### src/rtl/counter_pkg.sv
// Shared definitions for the counter family: boundary-mode encodings and a
// clamp helper reused by every loadable counter variant.
package counter_pkg;

  localparam logic MODE_WRAP = 1'b0;
  localparam logic MODE_SAT  = 1'b1;

  // Limits a load value to the terminal count. Works at 32 bits so that any
  // counter width up to 32 can share it.
  function automatic logic [31:0] clamp(input logic [31:0] value,
                                        input logic [31:0] max);
    return (value > max) ? max : value;
  endfunction

endpackage

### src/rtl/updown_load_counter.sv
// Up/down counter with clamped parallel load, programmable terminal value,
// wrap or saturate boundary mode, registered terminal-count pulse and sticky
// overflow flag.
module updown_load_counter
  import counter_pkg::*;
#(
  parameter int WIDTH   = 8,
  parameter int MAX_VAL = 2**WIDTH - 1
) (
  input  logic             clk,
  input  logic             rst,
  input  logic             load,
  input  logic [WIDTH-1:0] data_in,
  input  logic             enable,
  input  logic             up,
  input  logic             sat,
  output logic [WIDTH-1:0] count,
  output logic             tc,
  output logic             ovf
);

  if (WIDTH < 2) begin : g_bad_width
    $error("updown_load_counter: WIDTH must be at least 2");
  end
  if (MAX_VAL < 1 || MAX_VAL > 2**WIDTH - 1) begin : g_bad_max
    $error("updown_load_counter: MAX_VAL must lie in 1 .. 2**WIDTH-1");
  end

  localparam logic [WIDTH-1:0] MaxVal = WIDTH'(MAX_VAL);

  logic [WIDTH-1:0] count_q, count_d;
  logic             tc_q, tc_d;
  logic             ovf_q, ovf_d;

  logic atBoundary;
  logic [WIDTH-1:0] loadVal;

  assign loadVal    = WIDTH'(clamp(32'(data_in), 32'(MAX_VAL)));
  assign atBoundary = up ? (count_q == MaxVal) : (count_q == '0);

  // tc is only ever produced by an enabled step, so every other branch leaves
  // it at its default of 0.
  always_comb begin
    count_d = count_q;
    tc_d    = 1'b0;
    ovf_d   = ovf_q;
    if (rst) begin
      count_d = '0;
      ovf_d   = 1'b0;
    end else if (load) begin
      count_d = loadVal;
      ovf_d   = 1'b0;
    end else if (enable) begin
      if (atBoundary) begin
        tc_d = 1'b1;
        if (sat == MODE_SAT) begin
          ovf_d = 1'b1;
        end else begin
          count_d = up ? '0 : MaxVal;
        end
      end else begin
        count_d = up ? count_q + 1'b1 : count_q - 1'b1;
      end
    end
  end

  always_ff @(posedge clk) begin
    count_q <= count_d;
    tc_q    <= tc_d;
    ovf_q   <= ovf_d;
  end

  assign count = count_q;
  assign tc    = tc_q;
  assign ovf   = ovf_q;

endmodule

### config.mk
export PLATFORM = sky130hd
export DESIGN_NAME = updown_load_counter
export DESIGN_NICKNAME = d
export VERILOG_FILES = /design/src/rtl/counter_pkg.sv /design/src/rtl/updown_load_counter.sv
export SDC_FILE = /design/constraint.sdc
export NUM_CORES = 1
export LEC_CHECK = 0
export ABC_AREA = 1
export CAP_MARGIN = 30
export CORE_MARGIN = 2
export CORE_UTILIZATION = 40
export DETAILED_ROUTE_END_ITERATION = 6
export HOLD_SLACK_MARGIN = 0.02
export PLACE_DENSITY = 0.68
export REMOVE_ABC_BUFFERS = 1
export SYNTH_ARGS = -nofsm -noshare
export SYNTH_HDL_FRONTEND = slang
export SYNTH_SLANG_ARGS = --single-unit
### constraint.sdc
create_clock -name clk -period 1.6 [get_ports clk]
set_input_delay 0.24 -clock clk [delete_from_list [all_inputs] [get_ports clk]]
set_output_delay 0.24 -clock clk [all_outputs]
set_load 0.005 [all_outputs]
* Yosys cells after proc, flatten, opt, wreduce, memory -nomap -nowiden *
Cells that the tools add are included.

word-level totals
  bits in registers = 10
  input port bits = 14

cells by class
  add/sub/neg operators = 2
  equal/unequal tests = 2
  mux-type cells = 8
  bitwise logic cells = 1
  reductions and logical operators = 6

operator list
  cell                                                                number
  8-bit two-way mux                                                   6
  8-bit by 1-bit adder with 8-bit output, second input constant       1
  8-bit == test, second input constant                                1
  8-bit logical NOT                                                   1
  8-bit by 1-bit subtractor with 8-bit output, second input constant  1
  3-bit inequality test, second input constant                        1
  3-bit AND reduction                                                 1
  3-bit OR reduction                                                  1
  1-bit two-way mux                                                   2
  2-bit AND reduction                                                 1
  2-bit nonzero test                                                  1
  2-bit OR reduction                                                  1
  1-bit inverter                                                      1

* Depth between registers and ports, before layout *
Gate-level depths: netlist of run 1.

  depth in word-level cells = 5
  gate-level depth with buffers = 11
  depth with buffers taken out = 11

* Least setup slack after synthesis of run 1 *
OpenSTA, ideal clock, no wires.

  kind = input port to flip-flop
  start = input up
  end = register count_q[4] (netlist: count[4])
  setup time = 113 ps
  arrival time = 1,355 ps
  data required time = 1,487 ps
  setup slack = 132 ps
  cell stages on the path = 9
  path buffers = 0
  cell sequence = inv_1 fa_1 nand2_1 nand2_1 nand2_1 xor2_1 o21ai_0 o21ai_1 nor2_1

between the ends
  longest elaborated chain between the ends = 5
  elaborated cells between the ends (all ways) = 9

RTL lines
  item                    RTL line                   RTL
  start: declaration      updown_load_counter.sv:15  input logic up,
  8-bit two-way mux       updown_load_counter.sv:59  count_d = up ? '0 : MaxVal;
  8-bit two-way mux       updown_load_counter.sv:56  if (sat == MODE_SAT) begin
  8-bit two-way mux       updown_load_counter.sv:54  if (atBoundary) begin
  8-bit two-way mux       updown_load_counter.sv:53  end else if (enable) begin
  8-bit two-way mux       updown_load_counter.sv:50  end else if (load) begin
  end signal: assignment  updown_load_counter.sv:68  count_q <= count_d;
  end: declaration        updown_load_counter.sv:31  logic [WIDTH-1:0] count_q, count_d;

Several ways; a longest one is shown, not always the timed one. The select of a mux whose other input is x is not followed.
A chain may end at the register's enable or synchronous reset.

* Worst setup path after layout of run 1 *
  start = register count_q[3] (netlist: count[3])
  end = output count[3]

RTL lines
  item              RTL line                   RTL
  end: declaration  updown_load_counter.sv:17  output logic [WIDTH-1:0] count,

No word-level cell between the ends.

==> impl_metrics.py, run 1 <==
metrics = {
    "final_layout": {
        "final_cell_mix": "nand2_1 (43), nor2_1 (29), clkdlybuf4s50_1 (22)",
        "fin_cells": 218,
        "drive_above_1_share_pct": 23.2,
        "antenna_cells": 0,
        "nets": 212,
        "layout_commonest_cell": "nand2_1",
        "area_growth_pct": 48.8,
        "fin_area_um2": 1350,
        "postLayoutCoreUtil_pct": 61.8,
    },
    "hold_path": {
        "min_path_cells": 2,
        "hold_end": "ovf$_SDFFE_PP0P_",
        "hp-start": "ovf$_SDFFE_PP0P_",
        "worstHoldPathType": "reg2reg",
    },
    "synthesis": {
        "synth.top_cell.area_share_pct": 22.0,
        "synth_largest_area_cell": "dfxtp_1",
        "synth_seq_cells": 10,
        "synth_area_per_cell_um2": 6.15,
        "ys_top_cells_by_area": "dfxtp_1 (22%), nand2_1 (18%), nor2_1 (12%)",
        "synth.yosys.seq_area_share_pct": 22.0,
        "synth_warnings": 0,
        "ys_types": 24,
        "synth_area_um2": 910,
        "syn_inst": 148,
    },
    "worst_setup_path": {
        "crit_chain": "clkdlybuf4s50_1",
        "r2r_slack_ns": 0.12,
        "max_stage_delay_ns": 0.54,
        "slowest_stage": "clkdlybuf4s50_1",
        "crit_buf_inv": 1,
        "timing.rr.end": "count[4]$_SDFFE_PP0P_",
        "r2r_start": "count[0]$_SDFFE_PP0P_",
        "critPathLaunchType": "flop",
        "cp_max_fo": 5,
        "path_class": "reg2out",
        "end_kind": "primary output",
        "crit_family": "buffers and inverters",
        "reg2regPathDepth": 8,
        "cp.arrival_ns": 1.25,
        "required_ns": 1.36,
    },
    "placed_design": {
        "place_inst": 214,
        "dp_slack_ns": -0.512,
        "place_area_um2": 1290,
        "dpl.hpwl_mm": 2.02,
        "portBuffers": 23,
        "gp_congestion": 0.822,
    },
    "clock_network": {
        "ctsHoldBuffers": 0,
        "clock_path_buffers": 2,
        "clk-insertion-delay-late_ns": 0.27,
        "cts_made_buffers": 3,
        "tritoncts": "built",
        "cts_sinks": 10,
        "h-tree-depth": 1,
        "cts_root_buffer": "clkbuf_4",
        "clk_pin_slew_ns": 0.07,
        "postCtsSetupBuffers": 0,
    },
    "die": {
        "start_util_pct": 41.5,
        "die_w_um": 51.7,
        "core_area_um2": 2190,
        "die_h_um": 51.7,
        "ios": 24,
        "die_area_um2": 2670,
        "rows": 17,
    },
    "power": {
        "p_leak_nw": 0.657,
        "internal-power_uw": 652,
        "power_frac_clock_pct": 23.3,
        "peakVddDrop_v": 0.000700,
        "pwr-share-seq_pct": 31.3,
        "pwr-share-comb_pct": 45.4,
        "swShare_pct": 35.0,
        "power.density_nw_per_um2": 741,
        "p_sw_uw": 351,
        "p_total_mw": 1.00,
    },
    "sta": {
        "tns_ns": 0,
        "layout_worst_path_cycle_share_pct": 93.0,
        "hold_slack_ns": 0.508,
        "skew_ns": 0.00308,
        "max_slew_margin_pct": 80.5,
        "rsz0062_at_grt": "false",
        "period_needed_ns": 1.49,
        "drv_slew": 0,
        "final-setup-viol-count": 0,
        "fmax_mhz": 672,
        "hold_viol_final": 0,
        "setup_ws_ns": 0.112,
        "tightest_slew_ns": 0.293,
    },
    "status": {
        "status": "finished clean",
    },
    "drt": {
        "antenna_left": 0,
        "drt-vias-per-instance": 4.84,
        "postRouteWirelength_mm": 2.49,
        "wl_per_cell_um": 11.4,
        "drtPass1Iterations": 4,
        "drc": 0,
        "dr.first_iter.drc_count": 19,
        "vias": 1055,
    },
    "global_route": {
        "grt_pass1_wl_mm": 4.26,
        "overflow": 0,
        "grt_pass1_vias": 980,
        "grt_max_degree": 9,
        "grt_antenna_before_repair": 0,
        "grt.total_usage_pct": 21.5,
    },
    "run": {
        "cap_violations": 0,
    },
}
-- how the worst max path moves through the flow --
| stage | startpoint | to | slack (ns) | cells after the start |
|---|---|---|---|---|
| final | count[3]$_SDFFE_PP0P_ | count[3] | 0.11 | 1 |
| after global routing | count[3]$_SDFFE_PP0P_ | count[7]$_SDFFE_PP0P_ | 0.01 | 10 |
| after CTS | count[0]$_SDFFE_PP0P_ | count[0] | 0.03 | 1 |
| after detailed placement | up | count[4]$_SDFFE_PP0P_ | -0.51 | 10 |
| after global placement | up | count[4]$_SDFFE_PP0P_ | -0.48 | 10 |
| after floorplan | up | count[4]$_SDFFE_PP0P_ | 0.13 | 9 |
-- sequential cells by signal, indices dropped and copies added (netlist names) --
register / flops
count: 8
ovf: 1
tc: 1
-- cell type report --
class	count	area, um2
Sequential cell	10	206
Timing Repair Buffer	40	357
Fill cell	203	837
Tap cell	28	35.0
Clock buffer	4	36.3
Inverter	18	70.1
Multi-Input combinational cell	118	649
-- power groups by stage --
stage / combinational (mW) / clock [mW] / sequential, mW
finish: 0.455 / 0.234 / 0.314
detailed placement: 0.443 / 0 / 0.314
floorplan: 0.243 / 0 / 0.307
global route: 0.510 / 0.257 / 0.319
CTS: 0.457 / 0.240 / 0.310
global placement: 0.435 / 0 / 0.314
-- worst reg2reg max path, delay by kind of cell, from the launching register on --
kind	cells	cell delay [ns]
xor gates and xnor gates	1	0.15
AOI/OAI and AO/OA	2	0.22
adders and majority gates	1	0.38
and+or+nand+nor	4	0.26
DFF	1	0.37
-- per-layer routing --
layer  wire length (um)  vias up  share of wire, %  GRT usage, %
met5                  0        -                 0             0
met4                  9        0              0.36          6.14
met3                135        2               5.4          6.03
met2               1230       26                49          36.5
met1               1120      481                45          26.3
li1                   -      546                 -             -
-- timing repair --
action                     4_1_cts  5_1_grt
setup endpoints to repair        6        6
cloned                           0        0
gates resized for setup          7        5
-- synthesized netlist by cell type (all sizes together) --
cell	number
inv	18
a21oi	9
or2	1
fa	1
nand3b	2
xor2	3
nor3	1
nand3	9
buf	1
o21a	1
o21ai	6
ha	6
clkbuf	1
xnor2	1
nand2	46
nor2	31
dfxtp	10
a31oi	1
-- kinds of logic (layout without fill, tap and decap cells) --
| group | count (synthesis) | in the layout | synth area share [%] |
|---|---|---|---|
| and+or+nand+nor | 90 | 90 | 41.5 |
| buffers and inverters | 20 | 62 | 9.08 |
| AOI/OAI and AO/OA | 17 | 17 | 13.1 |
| DFF | 10 | 10 | 22.0 |
| adders and majority gates | 7 | 7 | 10.5 |
| xor gates and xnor gates | 4 | 4 | 3.85 |
No activity file was read; power rests on OpenSTA's default activity.
==> run 2, diff against run 1 <==
- GPL_ROUTABILITY_DRIVEN: unset -> 0
==> results of run 2 <==
No change in the layout: final DEF, timing and power equal those of run 1.
==> run 3, diff against run 2 <==
- ABC_AREA: 1 -> unset
- PLACE_DENSITY: 0.68 -> 0.77
==> impl_metrics.py, run 3 <==
metrics = {
    "clock_network": {
        "cts_sinks": 10,
        "cts_made_buffers": 3,
        "tritoncts": "built",
        "cts_root_buffer": "clkbuf_4",
        "clk-insertion-delay-late_ns": 0.28,
        "clk_pin_slew_ns": 0.07,
        "h-tree-depth": 1,
        "clock_path_buffers": 2,
    },
    "synthesis": {
        "syn_inst": 105,
        "async_reset_ff_share_pct": 0,
        "synth_area_per_cell_um2": 8.38,
        "ys_types": 37,
        "synth_edf_count": 0,
        "synth_compound_area_share_pct": 25.6,
        "synth_most_common_cell": "nor2_1",
        "synth.yosys.seq_area_share_pct": 22.8,
        "synth_ff_type": "dfxtp_1",
        "yosys-mux-area-fraction_pct": 3.41,
        "synth_top_family_by_area": "simple AND/OR/NAND/NOR gates",
        "synth_seq_cells": 10,
        "yosys.area_share.adder_pct": 10.8,
        "synth-simple-area-share_pct": 28.3,
        "synth_xor_area_share_pct": 3.98,
        "synthTopCellsByCount": "nor2_1 (14), dfxtp_1 (10)",
        "synth_warnings": 0,
        "ys_top_cells_by_area": "dfxtp_1 (23%), ha_1 (8.5%), nor2_1 (6.0%)",
        "synth.top_cell.area_share_pct": 22.8,
        "synth_largest_area_cell": "dfxtp_1",
        "synth_area_um2": 880,
    },
    "placed_design": {
        "place_area_um2": 1370,
        "dpl.hpwl_mm": 2.09,
        "portBuffers": 23,
    },
    "power": {
        "p_leak_nw": 0.671,
        "power.density_nw_per_um2": 673,
        "peakVddDrop_v": 0.000689,
    },
    "sta": {
        "setup_ws_ns": -0.252,
        "skew_ns": 0.00514,
        "final-setup-viol-count": 9,
        "hold_slack_ns": 0.462,
        "hold_viol_final": 0,
        "period_needed_ns": 1.85,
        "drv_slew": 0,
        "max_slew_margin_pct": 74.0,
        "fmax_mhz": 540,
        "tightest_slew_ns": 0.384,
        "layout_worst_path_cycle_share_pct": 116,
        "rsz0062_at_grt": "true",
    },
    "drt": {
        "postRouteWirelength_mm": 3.47,
        "drt-vias-per-instance": 5.70,
        "vias": 1101,
        "dr.first_iter.drc_count": 33,
        "drtPass1Iterations": 4,
        "wl_per_cell_um": 18.0,
        "drc": 0,
        "antenna_left": 0,
    },
    "global_route": {
        "grt_antenna_before_repair": 0,
        "overflow": 0,
        "grt.total_usage_pct": 26.8,
        "grt_pass1_wl_mm": 5.05,
        "grt_pass1_vias": 1069,
        "grt_max_degree": 9,
    },
    "final_layout": {
        "drive_above_1_share_pct": 43.4,
        "layout_commonest_cell": "buf_4",
        "nets": 188,
        "fin_area_um2": 1610,
        "fill_cells": 118,
        "largest_reg_flops": 8,
        "area_growth_pct": 82.6,
        "multi_input_area_um2": 767,
        "seq_area_um2": 214,
        "antenna_cells": 0,
        "final_cell_mix": "buf_4 (33), clkdlybuf4s50_1 (22), nor2_1 (13)",
    },
    "worst_setup_path": {
        "cp.arrival_ns": 2.01,
        "r2r_slack_ns": -0.25,
        "max_stage_delay_ns": 0.38,
        "path_class": "reg2reg",
        "crit_chain": "buf_6 -> fa_2 -> a211oi_2 -> o21bai_1 -> a21oi_1 -> mux2i_1 -> a21oi_1",
        "cp_max_fo": 3,
        "end_kind": "flop",
        "cp_common_cell": "a21oi_1",
        "r2r_start": "count[1]$_SDFFE_PP0P_",
        "timing.rr.end": "count[6]$_SDFFE_PP0P_",
        "reg2regPathDepth": 7,
        "slowest_stage": "fa_2",
        "critPathLaunchType": "flop",
        "required_ns": 1.75,
    },
    "hold_path": {
        "worstHoldPathType": "reg2reg",
        "hold_end": "ovf$_SDFFE_PP0P_",
        "hp-start": "ovf$_SDFFE_PP0P_",
        "min_path_cells": 1,
    },
    "run": {
        "cap_violations": 0,
    },
    "status": {
        "violations": "setup timing",
        "status": "complete, but fails checks",
    },
    "die": {
        "start_util_pct": 43.5,
        "die_h_um": 50.9,
        "die_w_um": 50.9,
        "die_area_um2": 2590,
        "rows": 16,
        "ios": 24,
        "core_area_um2": 2020,
    },
}
==> run 3: cell count changes after synthesis, sizes merged, moves of 4 or more <==
cell | previous run | this run
a211oi | 0 | 5
inv | 18 | 6
nand2 | 46 | 6
nand3 | 9 | 2
nor2 | 31 | 14
nor4 | 0 | 4
o311ai | 0 | 4
==> run 3: final cells by class <==
| class | count | share of cell area [%] |
|---|---|---|
| multi-input combinational | 85 | 47.7 |
| tap | 27 | 2.10 |
| inverter | 6 | 1.40 |
| sequential | 10 | 13.3 |
| clock buffer | 4 | 2.26 |
| timing repair buffer | 61 | 33.2 |
==> run 3: kinds of logic after synthesis <==
logic type                 count (synthesis)
and+or+nand+nor                           42
AOI/OAI and AO/OA                         29
buffers and inverters                     10
DFF                                       10
adders and majority gates                  7
xor gates and xnor gates                   4
muxes                                      3
==> run 3: worst max-delay path by stage <==
stage	from	to
2_1_floorplan	up	count[7]$_SDFFE_PP0P_
3_3_place_gp	up	count[5]$_SDFFE_PP0P_
3_5_place_dp	up	count[5]$_SDFFE_PP0P_
4_1_cts	count[1]$_SDFFE_PP0P_	count[1]$_SDFFE_PP0P_
5_1_grt	count[1]$_SDFFE_PP0P_	count[6]$_SDFFE_PP0P_
6_report	count[1]$_SDFFE_PP0P_	count[6]$_SDFFE_PP0P_
==> run 3: stage by stage <==
step	worst slack (ns)	util, %	cells	TNS, ns	total power [mW]
final	-0.252	79.5	193	-1.59	1.08
after global routing	-0.301	79.5	193	-1.94	1.13
after CTS	-0.199	76.4	191	-1.24	1.02
after detailed placement	-0.713	67.7	184	-5.60	0.714
after global placement	-0.666	67.7	184	-5.31	0.704
after floorplan	-0.190	-	101	-0.792	0.488
==> run 3: repair_timing <==
item                       in CTS  in global routing
hold buffers                    0                  0
pin swaps                      12                 14
resized for setup              27                 11
hold endpoints to repair        0                  0
cloned                          0                  0
buffers inserted                3                  2
setup endpoints to repair      10                 11
==> run 3: worst max-delay path, delay by kind of cell (launching register included) <==
kind,cells,cell delay (ns)
fa+ha+maj,1,0.38
flops,1,0.35
compound gates,4,0.66
mux,1,0.21
buf+inv,1,0.12
==> run 3: per-layer routing <==
layer / global-route usage [%] / part of all wire, %
met5: 0 / 0
met1: 33.1 / 44
met4: 9.46 / 2.3
met2: 46.3 / 50
met3: 5.26 / 4.3
==> run 3: power breakdown <==
part / switching, mW / internal, mW
Sequential: 0.0322 / 0.271
Combinational: 0.243 / 0.298
Clock: 0.0987 / 0.139
Total: 0.374 / 0.707
